===== config.mk =====
export PLATFORM = sky130hd
export DESIGN_NAME = apb_req_arbiter
export DESIGN_NICKNAME = d
export VERILOG_FILES = /design/src/rtl/apb_req_arbiter.sv
export SDC_FILE = /design/constraint.sdc
export NUM_CORES = 1
export LEC_CHECK = 0
export CAP_MARGIN = 20
export CORE_MARGIN = 2
export CORE_UTILIZATION = 30
export DETAILED_ROUTE_END_ITERATION = 6
export PLACE_DENSITY = 0.7
export SETUP_SLACK_MARGIN = 0.4
export SLEW_MARGIN = 10
export SYNTH_ARGS = -nofsm -noshare
export SYNTH_HDL_FRONTEND = slang
export SYNTH_SLANG_ARGS = --single-unit

===== constraint.sdc =====
create_clock -name PCLK -period 6.8 [get_ports PCLK]
set_clock_uncertainty 0.2 [all_clocks]
set_input_delay 1.36 -clock PCLK [delete_from_list [all_inputs] [get_ports PCLK]]
set_output_delay 1.36 -clock PCLK [all_outputs]
set_load 0.01 [all_outputs]

===== src/rtl/apb_req_arbiter.sv =====
// Round-robin arbiter sharing one APB master bridge between NUM_REQ requesters.
// Optional wait-state timeout is compiled in with `define APB_ARB_TIMEOUT_EN.
module apb_req_arbiter #(
  parameter int NUM_REQ = 4,
  parameter int ADDR_W  = 8,
  parameter int DATA_W  = 8,
  parameter int TIMEOUT = 16
) (
  input  logic                      PCLK,
  input  logic                      PRESET,
  input  logic [NUM_REQ-1:0]        req_valid,
  input  logic [NUM_REQ-1:0]        req_write,
  input  logic [NUM_REQ*ADDR_W-1:0] req_addr,
  input  logic [NUM_REQ*DATA_W-1:0] req_wdata,
  output logic [NUM_REQ-1:0]        req_done,
  output logic [DATA_W-1:0]         rsp_rdata,
  output logic                      rsp_err,
  output logic                      busy,
  output logic [2:0]                gnt_id,
  output logic                      transfer,
  output logic                      READ_WRITE,
  output logic [ADDR_W-1:0]         apb_write_paddr,
  output logic [ADDR_W-1:0]         apb_read_paddr,
  output logic [DATA_W-1:0]         apb_write_data,
  input  logic                      PENABLE,
  input  logic                      PREADY,
  input  logic                      PSLVERR,
  input  logic [DATA_W-1:0]         PRDATA
);

  typedef enum logic [1:0] {
    S_IDLE  = 2'd0,
    S_ISSUE = 2'd1,
    S_WAIT  = 2'd2,
    S_RESP  = 2'd3
  } state_t;

  state_t              r_state;
  logic [2:0]          r_last_grant;

`ifdef APB_ARB_TIMEOUT_EN
  localparam int CNT_W = $clog2(TIMEOUT + 1);
  logic [CNT_W-1:0]    r_wait_cnt;
`endif

  logic                w_any;
  logic [2:0]          w_winner;
  logic                w_sel_wr;
  logic [ADDR_W-1:0]   w_sel_addr;
  logic [DATA_W-1:0]   w_sel_wdata;
  logic [NUM_REQ-1:0]  w_done_vec;
  logic                w_complete;

  // Rotating-priority search starting one past the last granted requester.
  always_comb begin
    w_any    = 1'b0;
    w_winner = 3'd0;
    for (int k = 1; k <= NUM_REQ; k++) begin
      for (int i = 0; i < NUM_REQ; i++) begin
        if (!w_any && req_valid[i] && (i == ((int'(r_last_grant) + k) % NUM_REQ))) begin
          w_any    = 1'b1;
          w_winner = 3'(i);
        end else begin
          w_any    = w_any;
        end
      end
    end
  end

  // Select the winner's request fields and build the completion one-hot.
  always_comb begin
    w_sel_wr    = 1'b0;
    w_sel_addr  = '0;
    w_sel_wdata = '0;
    w_done_vec  = '0;
    for (int i = 0; i < NUM_REQ; i++) begin
      if (w_winner == 3'(i)) begin
        w_sel_wr    = req_write[i];
        w_sel_addr  = req_addr[i*ADDR_W +: ADDR_W];
        w_sel_wdata = req_wdata[i*DATA_W +: DATA_W];
      end else begin
        w_sel_wr    = w_sel_wr;
      end
      w_done_vec[i] = (gnt_id == 3'(i));
    end
  end

  // PSLVERR alone also ends the access: the bridge aborts on error.
  assign w_complete = PENABLE & (PREADY | PSLVERR);

  // Arbitration FSM with all outputs registered.
  always_ff @(posedge PCLK or posedge PRESET) begin
    if (PRESET) begin
      r_state         <= S_IDLE;
      r_last_grant    <= 3'(NUM_REQ - 1);
      req_done        <= '0;
      rsp_rdata       <= '0;
      rsp_err         <= 1'b0;
      busy            <= 1'b0;
      gnt_id          <= 3'd0;
      transfer        <= 1'b0;
      READ_WRITE      <= 1'b0;
      apb_write_paddr <= '0;
      apb_read_paddr  <= '0;
      apb_write_data  <= '0;
`ifdef APB_ARB_TIMEOUT_EN
      r_wait_cnt      <= '0;
`endif
    end else begin
      transfer <= 1'b0;
      req_done <= '0;
      case (r_state)
        S_IDLE: begin
          if (w_any) begin
            gnt_id          <= w_winner;
            READ_WRITE      <= w_sel_wr;
            apb_write_paddr <= w_sel_addr;
            apb_read_paddr  <= w_sel_addr;
            apb_write_data  <= w_sel_wr ? w_sel_wdata : '0;
            transfer        <= 1'b1;
            busy            <= 1'b1;
            r_state         <= S_ISSUE;
          end else begin
            r_state         <= S_IDLE;
          end
        end
        S_ISSUE: begin
`ifdef APB_ARB_TIMEOUT_EN
          r_wait_cnt <= '0;
`endif
          r_state    <= S_WAIT;
        end
        S_WAIT: begin
          if (w_complete) begin
            rsp_rdata <= (!READ_WRITE && !PSLVERR) ? PRDATA : '0;
            rsp_err   <= PSLVERR;
            req_done  <= w_done_vec;
            r_state   <= S_RESP;
`ifdef APB_ARB_TIMEOUT_EN
          end else if (r_wait_cnt == CNT_W'(TIMEOUT - 1)) begin
            rsp_rdata <= '0;
            rsp_err   <= 1'b1;
            req_done  <= w_done_vec;
            r_state   <= S_RESP;
          end else begin
            r_wait_cnt <= r_wait_cnt + CNT_W'(1);
            r_state    <= S_WAIT;
`else
          end else begin
            r_state   <= S_WAIT;
`endif
          end
        end
        S_RESP: begin
          r_last_grant <= gnt_id;
          busy         <= 1'b0;
          r_state      <= S_IDLE;
        end
        default: begin
          r_state <= S_IDLE;
        end
      endcase
    end
  end

endmodule


==> run metrics <==
hold_sp rsp_rdata[6]; Critical Path Start Type primary input; Tot Pwr 1.34 mW; Initial Util 0.306; Highest Clock Rate 276 MHz; remaining antenna violation count after routing 0; Synth warnings 0; Synth Net Count 329; Resized cells post-CTS 0; largest net degree at the start of global routing 39; initial DRC count 119; worst-skew pair later-pin latency 290 ps; fill cell count 694; Worst-path clk slew 80 ps; Top FF cell, synth dfrtp_1; Reg power frac 0.312; mapped cell area 2200 um^2; Root Driver clkbuf_8; MaxCap Viol Count 0; RSZ-0062 raised after global routing no; Die Y 89.6 um; die outline width 89.6 um; endpoints failing setup 0; gr ovfl total 0; share of cells above drive strength 1 0.0758; total global-route track usage 0.160; status completed; HP Class flip-flop to flip-flop; most common cell after layout, fill and taps aside clkdlybuf4s50_1; drt via density 4.80; final hold violations 0; most frequent cells in the layout clkdlybuf4s50_1 (126), nand2_1 (41), dfrtp_1 (36), o21ai_0 (20); Hold Path Depth 2; IO Pins 128; IO buf count 126; Internal Power 834 uW; post-route setup TNS 0 ps; diode count 0; CTS H-tree depth 2; DR vias 2,183; reg2reg path depth 6; Layout area overhead 62.5%; Sw Ratio 0.376; Leakage 1.49 nW; Peak VDD IR 0.118 mV; final slew viol count 0; Netlist cell types 45; Wirelength per Cell 14.6 um; CP required 6820 ps; Max FO, Critical Path 18; TritonCTS clock tree built; post-CTS setup buffer count 0; vias in the first global route 2,067; Avg Inst Size Synth 9.12 um^2; hold path endpoint rsp_rdata[6]; initial antenna violation count 0; Final Instance Count excl. Fillers 455; Hold Worst Slack 286 ps; NumNets Final 443; RePlAce Congestion 0.870; First-pass DRT Iterations 4; number of flops mapped to enable cells by yosys 0; CP Capture Type flip-flop; clk sinks 38; Setup CP Type primary input to flip-flop; Gate power share 0.539; Slew @ Worst Pin 539 ps; core area 7180 um^2; Clk pwr share 0.150; placed instance count 447; Synth Instances 241; RR Startpoint r_last_grant[0]; Crit. Startpoint req_valid[1]; PwrDens 374 nW/um^2; min cycle time layout 3620 ps; worst path arrival time 3640 ps; routed wire length 6630 um; row cnt 31; Die Area 8030 um^2; worst r2r dst apb_write_data[7]; Slew headroom 0.641; Sw Pwr 503 uW; CTS Hold Bufs 0; final worst path period share 0.532; Synth Register Bits 38; clock buffer depth 2; HPWL after DPL 5180 um; first-pass GRT wire length 9880 um; DRC 0; TritonCTS Buffers 5; post-synthesis sequential area ratio 0.434; flop2flop setup slack 4240 ps; async set-reset flop share out of synthesis 1.00
-- logic make-up (layout without fill, tap and decap cells) --
family | count (synthesis) | count (layout) | share of synthesized area
AOI/OAI and AO/OA | 86 | 86 | 0.277
and+or+nand+nor | 74 | 74 | 0.157
DFF | 38 | 38 | 0.434
muxes | 4 | 4 | 0.0222
other | 1 | 1 | 0.00171
adders and majority gates | 3 | 3 | 0.0171
buffers and inverters | 35 | 150 | 0.0922
-- flip-flops by register name (all words and copies together), names as in the netlist --
signal / count
req_done: 4
rsp_rdata: 8
r_last_grant: 2
r_state: 2
apb_read_paddr: 8
gnt_id: 2
rsp_err: 1
READ_WRITE: 1
apb_write_data: 8
transfer: 1
busy: 1
-- metrics by stage --
| stage | utilization | instance area [um^2] | setup WS, ps |
|---|---|---|---|
| finish | 0.498 | 3570 | 3180 |
| global route | 0.498 | 3570 | 3040 |
| CTS | 0.498 | 3570 | 3180 |
| detailed placement | 0.482 | 3460 | 2880 |
| global placement | 0.482 | 3460 | 2970 |
| floorplan | - | 2200 | 3830 |
-- worst max-delay path: stages --
cell             delay, ps
clkdlybuf4s50_1        760
o21ai_4                110
o221ai_4               460
o22ai_1                170
mux2_4                 330
nor3_4                 280
a22o_1                 170
-- per-layer routing --
| layer | part of all wire | global-route usage | up-vias |
|---|---|---|---|
| li1 | - | - | 1078 |
| met1 | 0.43 | 0.202 | 1020 |
| met2 | 0.51 | 0.285 | 79 |
| met3 | 0.051 | 0.0274 | 6 |
| met4 | 0.011 | 0.0339 | 0 |
| met5 | 0 | 0 | - |
-- power by group through the flow --
stage | logic, mW | registers (mW) | clock network, mW
CTS | 0.728 | 0.417 | 0.205
finish | 0.720 | 0.416 | 0.200
floorplan | 0.402 | 0.432 | 0
global placement | 0.712 | 0.416 | 0
global route | 0.793 | 0.432 | 0.214
detailed placement | 0.727 | 0.422 | 0
-- worst max-delay path by stage --
| stage | endpoint | cells after the start |
|---|---|---|
| after floorplan | apb_write_data[0] | 8 |
| after global placement | apb_write_data[2] | 7 |
| after detailed placement | apb_write_data[7] | 7 |
| after CTS | apb_write_data[7] | 7 |
| after global routing | apb_write_data[6] | 7 |
| final | apb_write_data[7] | 7 |
-- cells in the mapped netlist (all sizes together) (2+ instances only) --
cell,instances,area share
o41ai,3,0.022
dfrtp,36,0.41
a21oi,12,0.027
a22o,5,0.020
dfstp,2,0.024
a22oi,3,0.010
o221ai,9,0.044
clkbuf,5,0.0085
nand2,41,0.070
o21ai,30,0.073
nor2b,2,0.0057
nor3,3,0.012
ha,3,0.017
o211ai,2,0.0068
mux2,4,0.022
nand3,5,0.011
o22ai,12,0.034
nor2,11,0.019
nand2b,7,0.023
inv,12,0.020
buf,18,0.063
-- final cells by class --
class,count,area [um^2],share of cell area
timing repair buffer,130,1290,0.361
clock inverter,1,30.0,0.00841
clock buffer,7,86.3,0.0242
multi-input combinational,168,1040,0.292
inverter,12,45.0,0.0126
tap,99,124,0.0347
sequential,38,953,0.267
Note: power is estimated with default switching activity, not from simulation.
